<file path="config.mk">
export PLATFORM = sky130hd
export DESIGN_NAME = spi_master_xfer
export DESIGN_NICKNAME = d
export VERILOG_FILES = /design/src/rtl/spi_master_pkg.sv /design/src/rtl/spi_clk_div.sv /design/src/rtl/spi_master_xfer.sv
export SDC_FILE = /design/constraint.sdc
export NUM_CORES = 1
export LEC_CHECK = 0
export CELL_PAD_IN_SITES_DETAIL_PLACEMENT = 1
export CELL_PAD_IN_SITES_GLOBAL_PLACEMENT = 1
export CORE_AREA = 2 2 79 81
export CTS_CLUSTER_SIZE = 16
export DETAILED_ROUTE_END_ITERATION = 10
export DIE_AREA = 0 0 81 83
export HOLD_SLACK_MARGIN = 0.12
export MAX_ROUTING_LAYER = met4
export PLACE_DENSITY_LB_ADDON = 0.1
export SETUP_SLACK_MARGIN = 0.5
export SYNTH_ARGS = -nofsm -noshare
export SYNTH_HDL_FRONTEND = slang
export SYNTH_SLANG_ARGS = --single-unit
</file>
<file path="constraint.sdc">
create_clock -name clk -period 2.5 [get_ports clk]
set_input_delay 0.375 -clock clk [delete_from_list [all_inputs] [get_ports clk]]
set_output_delay 0.375 -clock clk [all_outputs]
set_load 0.02 [all_outputs]
</file>
<file path="src/rtl/spi_master_pkg.sv">
// Shared definitions for the SPI byte-transfer master: FSM state type and
// default timing parameters.
package spi_master_pkg;

  localparam int DEFAULT_CLK_DIV        = 4;
  localparam int DEFAULT_CS_IDLE_CYCLES = 2;

  typedef enum logic [2:0] {
    IDLE     = 3'd0,
    SHIFT_LO = 3'd1,
    SHIFT_HI = 3'd2,
    HOLD     = 3'd3,
    CS_GAP   = 3'd4
  } spi_state_e;

endpackage

</file>
<file path="src/rtl/spi_clk_div.sv">
// Half-period counter for the SPI clock: one-cycle tick every CLK_DIV clk
// cycles while enabled; the count is held at zero whenever disabled.
module spi_clk_div
  import spi_master_pkg::*;
#(
  parameter int CLK_DIV = DEFAULT_CLK_DIV
) (
  input  logic clk,
  input  logic reset,
  input  logic enable,
  output logic tick
);

  localparam logic [7:0] LAST_COUNT = 8'(CLK_DIV - 1);

  logic [7:0] count;

  assign tick = enable && (count == LAST_COUNT);

  // Wrapping on every tick keeps each sck half-period exactly CLK_DIV cycles.
  always_ff @(posedge clk) begin
    if (reset || !enable || tick) begin
      count <= '0;
    end else begin
      count <= count + 8'd1;
    end
  end

endmodule

</file>
<file path="src/rtl/spi_master_xfer.sv">
// Mode-0 SPI master that shifts one byte per handshake, MSB first, holding
// chip select low across bursts until a byte flagged txLast completes.
module spi_master_xfer
  import spi_master_pkg::*;
#(
  parameter int CLK_DIV        = DEFAULT_CLK_DIV,
  parameter int CS_IDLE_CYCLES = DEFAULT_CS_IDLE_CYCLES
) (
  input  logic       clk,
  input  logic       reset,
  input  logic [7:0] txData,
  input  logic       txDc,
  input  logic       txLast,
  input  logic       txValid,
  output logic       txReady,
  output logic [7:0] rxData,
  output logic       rxValid,
  output logic       busy,
  output logic       sck,
  output logic       cs,
  output logic       serialDataOut,
  input  logic       serialDataIn,
  output logic       dcOut
);

  localparam logic [7:0] GAP_LAST = 8'(CS_IDLE_CYCLES - 1);

  spi_state_e state;
  logic [7:0] tx_shift;
  logic [7:0] rx_shift;
  logic [2:0] bit_count;
  logic [7:0] gap_count;
  logic       last_byte;

  logic div_enable;
  logic tick;
  logic accept;
  logic rise_tick;
  logic fall_tick;
  logic byte_done;

  assign txReady    = !reset && ((state == IDLE) || (state == HOLD));
  assign busy       = (state != IDLE);
  assign accept     = txValid && txReady;
  assign div_enable = (state == SHIFT_LO) || (state == SHIFT_HI);
  assign rise_tick  = tick && (state == SHIFT_LO);
  assign fall_tick  = tick && (state == SHIFT_HI);
  assign byte_done  = fall_tick && (bit_count == 3'd7);

  spi_clk_div #(
    .CLK_DIV(CLK_DIV)
  ) u_clk_div (
    .clk   (clk),
    .reset (reset),
    .enable(div_enable),
    .tick  (tick)
  );

  always_ff @(posedge clk) begin
    if (reset) begin
      state     <= IDLE;
      gap_count <= '0;
    end else begin
      case (state)
        IDLE, HOLD: begin
          if (accept) begin
            state <= SHIFT_LO;
          end
        end
        SHIFT_LO: begin
          if (rise_tick) begin
            state <= SHIFT_HI;
          end
        end
        SHIFT_HI: begin
          if (byte_done) begin
            state     <= last_byte ? CS_GAP : HOLD;
            gap_count <= '0;
          end else if (fall_tick) begin
            state <= SHIFT_LO;
          end
        end
        CS_GAP: begin
          if (gap_count == GAP_LAST) begin
            state <= IDLE;
          end else begin
            gap_count <= gap_count + 8'd1;
          end
        end
        default: state <= IDLE;
      endcase
    end
  end

  // The byte's fields are captured at accept so later input changes cannot
  // disturb the frame in flight.
  always_ff @(posedge clk) begin
    if (reset) begin
      tx_shift      <= '0;
      serialDataOut <= 1'b0;
      dcOut         <= 1'b0;
      last_byte     <= 1'b0;
      bit_count     <= '0;
    end else if (accept) begin
      serialDataOut <= txData[7];
      tx_shift      <= {txData[6:0], 1'b0};
      dcOut         <= txDc;
      last_byte     <= txLast;
      bit_count     <= '0;
    end else if (fall_tick && !byte_done) begin
      serialDataOut <= tx_shift[7];
      tx_shift      <= {tx_shift[6:0], 1'b0};
      bit_count     <= bit_count + 3'd1;
    end
  end

  always_ff @(posedge clk) begin
    if (reset) begin
      rx_shift <= '0;
      rxData   <= '0;
      rxValid  <= 1'b0;
    end else begin
      rxValid <= byte_done;
      if (rise_tick) begin
        rx_shift <= {rx_shift[6:0], serialDataIn};
      end
      if (byte_done) begin
        rxData <= rx_shift;
      end
    end
  end

  // cs only rises when a txLast byte finishes, so HOLD keeps it low.
  always_ff @(posedge clk) begin
    if (reset) begin
      sck <= 1'b0;
      cs  <= 1'b1;
    end else begin
      if (accept) begin
        cs <= 1'b0;
      end else if (byte_done && last_byte) begin
        cs <= 1'b1;
      end
      if (accept) begin
        sck <= 1'b0;
      end else if (rise_tick) begin
        sck <= 1'b1;
      end else if (fall_tick) begin
        sck <= 1'b0;
      end
    end
  end

endmodule

</file>
======== Yosys cells after proc, flatten, opt, wreduce, memory -nomap -nowiden ========
Index checks and enable logic that the tools add are counted.
word-level totals
  flip-flop bits (word level) ............. 51
  input port bits ......................... 14
  output and inout bits ................... 15
  logic and storage cells ................. 72
operators by class
  add/subtract/negate cells ............... 3
  equality and inequality tests ........... 13
  multiplexer cells ....................... 18
  reduce and logical (&&, ||, !) cells .... 25
operators by type and width
  cell                                                                   number
  8-bit two-way mux                                                      4
  3-bit two-way mux                                                      6
  8-bit by 1-bit adder with 8-bit output, second input constant          2
  8-bit case mux with 2 select lines                                     1
  3-bit case mux with 4 select lines                                     1
  2-bit != test, second input constant                                   5
  8-bit by 1-bit equality test with 1-bit output, second input constant  1
  8-bit by 2-bit equality test with 1-bit output, second input constant  1
  1-bit logical AND                                                      8
  2-bit nonzero test                                                     4
  3-bit by 2-bit equality test with 1-bit output, second input constant  2
  3-bit equality test, second input constant                             2
  1-bit two-way mux                                                      6
  1-bit logical OR                                                       4
  4-bit AND reduction                                                    1
  2-bit OR reduction                                                     2
  3-bit by 1-bit adder with 3-bit output, second input constant          1
  3-bit by 1-bit equality test with 1-bit output, second input constant  1
  1-bit zero test                                                        3
  3-bit zero test                                                        1
  3-bit != test, second input constant                                   1
  3-bit AND reduction                                                    1
  3-bit nonzero test                                                     1

======== Logic depth before layout (Yosys ltp) ========
  depth in word-level cells ............... 9
  gate-level depth with buffers ........... 8
  depth with buffers taken out ............ 6

======== Modules after synthesis ========
Synthesis repeated with hierarchy kept, for this count alone.
second synthesis, totals
  cell total of the unflattened synthesis .. 257
  area total of the unflattened synthesis .. 2,220.9 um^2
modules (own cells, without submodules)
  module           times used  cells each  area an instance (um^2)
  spi_master_xfer  1           218         1,860.5
  spi_clk_div      1           39          360.3

======== Least setup slack after synthesis ========
Ideal clock, no wire load.
  path type ............................... reg2reg
  start point ............................. reg gap_count[0]
  end point ............................... reg state[0]
  setup time .............................. 121 ps
  arrival time ............................ 1,818 ps
  required time ........................... 2,379 ps
  path slack .............................. 560 ps
  cell stages (with the launch flop) ...... 6
  path buffers ............................ 0
  period minus slack after synthesis ...... 1,940 ps
  cells stage by stage .................... dfxtp_1 -> ha_1 -> or4b_4 -> o41ai_4 -> o31a_4 -> mux2_4
on the way
  word-level cells in the longest chain between the ends .. 3
RTL lines
  item                                            line                   RTL
  start, declared                                 spi_master_xfer.sv:32  logic [7:0] gap_count;
  start signal, assigned                          spi_master_xfer.sv:87  gap_count <= gap_count + 8'd1;
  8-bit by 1-bit equality test with 1-bit output  spi_master_xfer.sv:84  if (gap_count == GAP_LAST) begin
  2-bit != test (no line)                         n/a
  4-bit AND reduction (no line)                   n/a
  end signal, assigned                            spi_master_xfer.sv:77  state <= last_byte ? CS_GAP : HOLD;
  end, declared                                   spi_master_xfer.sv:28  spi_state_e state;
Every way passes these cells.
A chain may end at the register's enable or synchronous reset.

======== Worst setup path after layout ========
  start point ............................. reg gap_count[1]
  end point ............................... reg state[0]
The elaborated chain is that of the path after synthesis.

==> results.json <==
{
  "internal_power_mw": 1.190,
  "tightest_slew_ps": 569.9,
  "unrepaired_setup_endpoints_after_global_routing": "false",
  "dp_hpwl_um": 3555,
  "area_overhead_vs_synth_pct": 24.60,
  "crit_arrival_ps": 2100,
  "post_synth.cell_area_avg_um2": 9.103,
  "cts_tree": "built",
  "synth_area_leaders": "dfxtp_1 45%, mux2i_1 4.9%, a21oi_1 4.7%",
  "dr.pass1.iters": 4,
  "number_of_flops_mapped_to_enable_cells_by_yosys": 0,
  "grt_antenna_before_repair": 0,
  "yosys_most_used_dff": "dfxtp_1",
  "clock_latency_at_the_later_pin_of_the_worst_skew_pair_ps": 310,
  "core_area_um2": 5816,
  "power_density_nw_per_um2": 557.8,
  "post_route_skew_ps": 6.693,
  "slew_headroom_pct": 61.71,
  "p_comb_share_pct": 7.8,
  "fillers": 689,
  "cts_setup_buffers": 0,
  "tns_ps": 0,
  "postSynthNetCount": 266,
  "htree_levels": 2,
  "detail_route.wirelength_um": 5080,
  "post_route_cells_drive_above_1_share_pct": 15.16,
  "status": "complete, no violations",
  "via_count_of_the_first_global_routing_pass": 1833,
  "initial_core_util_pct": 38.66,
  "placed_area_um2": 2613,
  "numPortBuffers": 28,
  "worstHoldPathType": "register to register",
  "nNetsFinal": 295,
  "post-route-min-period_ps": 1890,
  "seqCellArea_um2": 1028,
  "synth_top_area_share_pct": 45.41,
  "cell_taking_the_most_area_after_synthesis": "dfxtp_1",
  "remaining_routing_drc_violations": 0,
  "fp.dieArea_um2": 6723,
  "synthCells": 247,
  "yosys.cell_types.count": 41,
  "min_period_over_period_pct": 75.60,
  "groute.usage.overall_pct": 17.27,
  "fmax_mhz": 529.1,
  "crit_path_end_kind": "register",
  "p_leak_nw": 0.9680,
  "detail_route.vias_per_cell": 5.253,
  "timing.final.hold_violations": 0,
  "area_occupied_by_multi_input_gates_um2": 1196,
  "routed-via-count": 1849,
  "power_frac_seq_pct": 54.2,
  "grt_overflow_total": 0,
  "cts_buffer_depth": 2,
  "post-place-cells": 343,
  "overall_power_of_the_completed_layout_mw": 1.563,
  "synth.yosys.warnings": 0,
  "vdd.ir_drop.worst_mv": 0.2418,
  "tritoncts_sinks": 51,
  "antenna_violating_nets_post_route": 0,
  "sequential_fraction_of_the_synthesis_area_pct": 45.41,
  "power.share.switching_pct": 23.83,
  "total_switching_power_uw": 372.4,
  "cts.reportedPaths.clkPinSlew_ps": 100,
  "post-route-util_pct": 48.17,
  "final_cells": 352,
  "clock_power_share_pct": 38.0,
  "tritoncts.num_buffers": 5,
  "post-place-ws_ps": 315.5,
  "synth.top_cells.by_count": "51 x dfxtp_1, 26 x nand2_1, 21 x a21oi_1",
  "drt-initial-drc-count": 71,
  "worst_hold_slack_ps": 458.9,
  "syn-cell-area_um2": 2248,
  "critPathLaunchType": "register",
  "dieHeight_um": 83,
  "clock-root-buffer": "clkbuf_8",
  "worst_slack_ps": 609.9,
  "cts_hold_repair.buffers": 0,
  "timing.max_cap.violations": 0,
  "num_antenna_cells": 0,
  "setup.worst_path.class": "register to register",
  "floorplan.rows": 28,
  "num_io_pins": 29,
  "postSynthRegisterBits": 51,
  "grt_first_pass_wirelength_um": 8838,
  "pin_count_of_the_biggest_net_entering_global_routing": 27,
  "setup_viol_count_final": 0,
  "die_x_um": 81,
  "path_max_fanout": 5,
  "final_max_slew_viol_count": 0,
  "post-synth-top-count-cell": "dfxtp_1",
  "synthArstFlopShare_pct": 0,
  "cp.required_ps": 2710,
  "detail_route.wl_per_cell_um": 14.43,
  "layout.cell_area.non_filler_um2": 2801,
  "routability_driven_placement_congestion_ratio": 0.7877
}
-- path summary, 6_finish.rpt --
check                   end  slack, ps  cells past startpoint    startpoint
setup reg to reg   state[0]        610                      6  gap_count[1]
setup / recovery   state[0]        610                      6  gap_count[1]
hold reg to reg   rxData[5]        460                      2     rxData[5]
hold / removal    rxData[5]        460                      2     rxData[5]
-- layout make-up --
| class | count | share of cell area, % |
|---|---|---|
| multi-input combinational | 176 | 42.70 |
| inverter | 5 | 0.6699 |
| sequential | 51 | 36.71 |
| timing repair buffer | 37 | 12.46 |
| clock inverter | 3 | 1.653 |
| tap | 75 | 3.350 |
| clock buffer | 5 | 2.456 |
-- state kept, by name (all words and copies together) (netlist names), 3 cells and up --
register	cells
tx_shift	7
gap_count	8
bit_count	3
state	3
rx_shift	8
rxData	8
u_clk_div.count	8
-- worst max-delay path, cell delays in order, from the launching register on --
cell,delay (ps)
dfxtp_1,350
inv_1,60
ha_1,120
or4b_4,470
o41ai_4,280
o31a_4,220
mux2_4,290
-- cells in the final DEF (no fill, tap or decap), drive strengths merged --
cell type / count
dfxtp: 51
nand2: 26
clkdlybuf4s50: 26
a21oi: 21
nand3: 20
nor2: 20
mux2i: 11
xor2: 10
nor3: 10
buf: 9
and3: 8
a22oi: 6
inv: 6
clkbuf: 5
ha: 5
and2: 4
or3: 3
xnor2: 3
o21ai: 3
nand4: 3
nor3b: 3
or4b: 2
dlygate4sd2: 2
nor4b: 2
nor4bb: 2
a211o: 2
nand2b: 1
nor4: 1
a211oi: 1
or4: 1
a21boi: 1
o41ai: 1
o211a: 1
or2: 1
o31a: 1
nor2b: 1
mux2: 1
a311oi: 1
bufinv: 1
clkinvlp: 1
-- power groups by stage --
| stage | Combinational [mW] | Clock (mW) | Sequential (mW) |
|---|---|---|---|
| 5_1_grt | 0.135 | 0.646 | 0.850 |
| 2_1_floorplan | 0.0678 | 0 | 0.860 |
| 3_5_place_dp | 0.124 | 0 | 0.864 |
| 4_1_cts | 0.122 | 0.616 | 0.846 |
| 6_report | 0.121 | 0.594 | 0.847 |
| 3_3_place_gp | 0.123 | 0 | 0.864 |
-- kinds of logic after synthesis --
family	count (synthesis)	share of synthesized area (%)
and+or+nand+nor	108	25.54
adders and majority gates	5	2.782
AOI/OAI and AO/OA	38	11.69
DFF	51	45.41
buffers and inverters	20	3.951
muxes	12	5.565
xor gates and xnor gates	13	5.064
-- repair_timing --
item / in CTS / in global routing
gates cloned: 1 / 0
hold endpoints to repair: 0 / 0
pin swaps: 0 / 1
resized for setup: 11 / 12
setup endpoints to repair: 32 / 30
-- layer usage --
layer  wire [um]  vias up  GRT usage (%)
met5           0        -              -
met4          70        0          5.085
met3         135        6          4.022
met2        2470       23          27.20
met1        2404      896          21.93
li1            -      924              -
(Power assumes the default switching activity.)
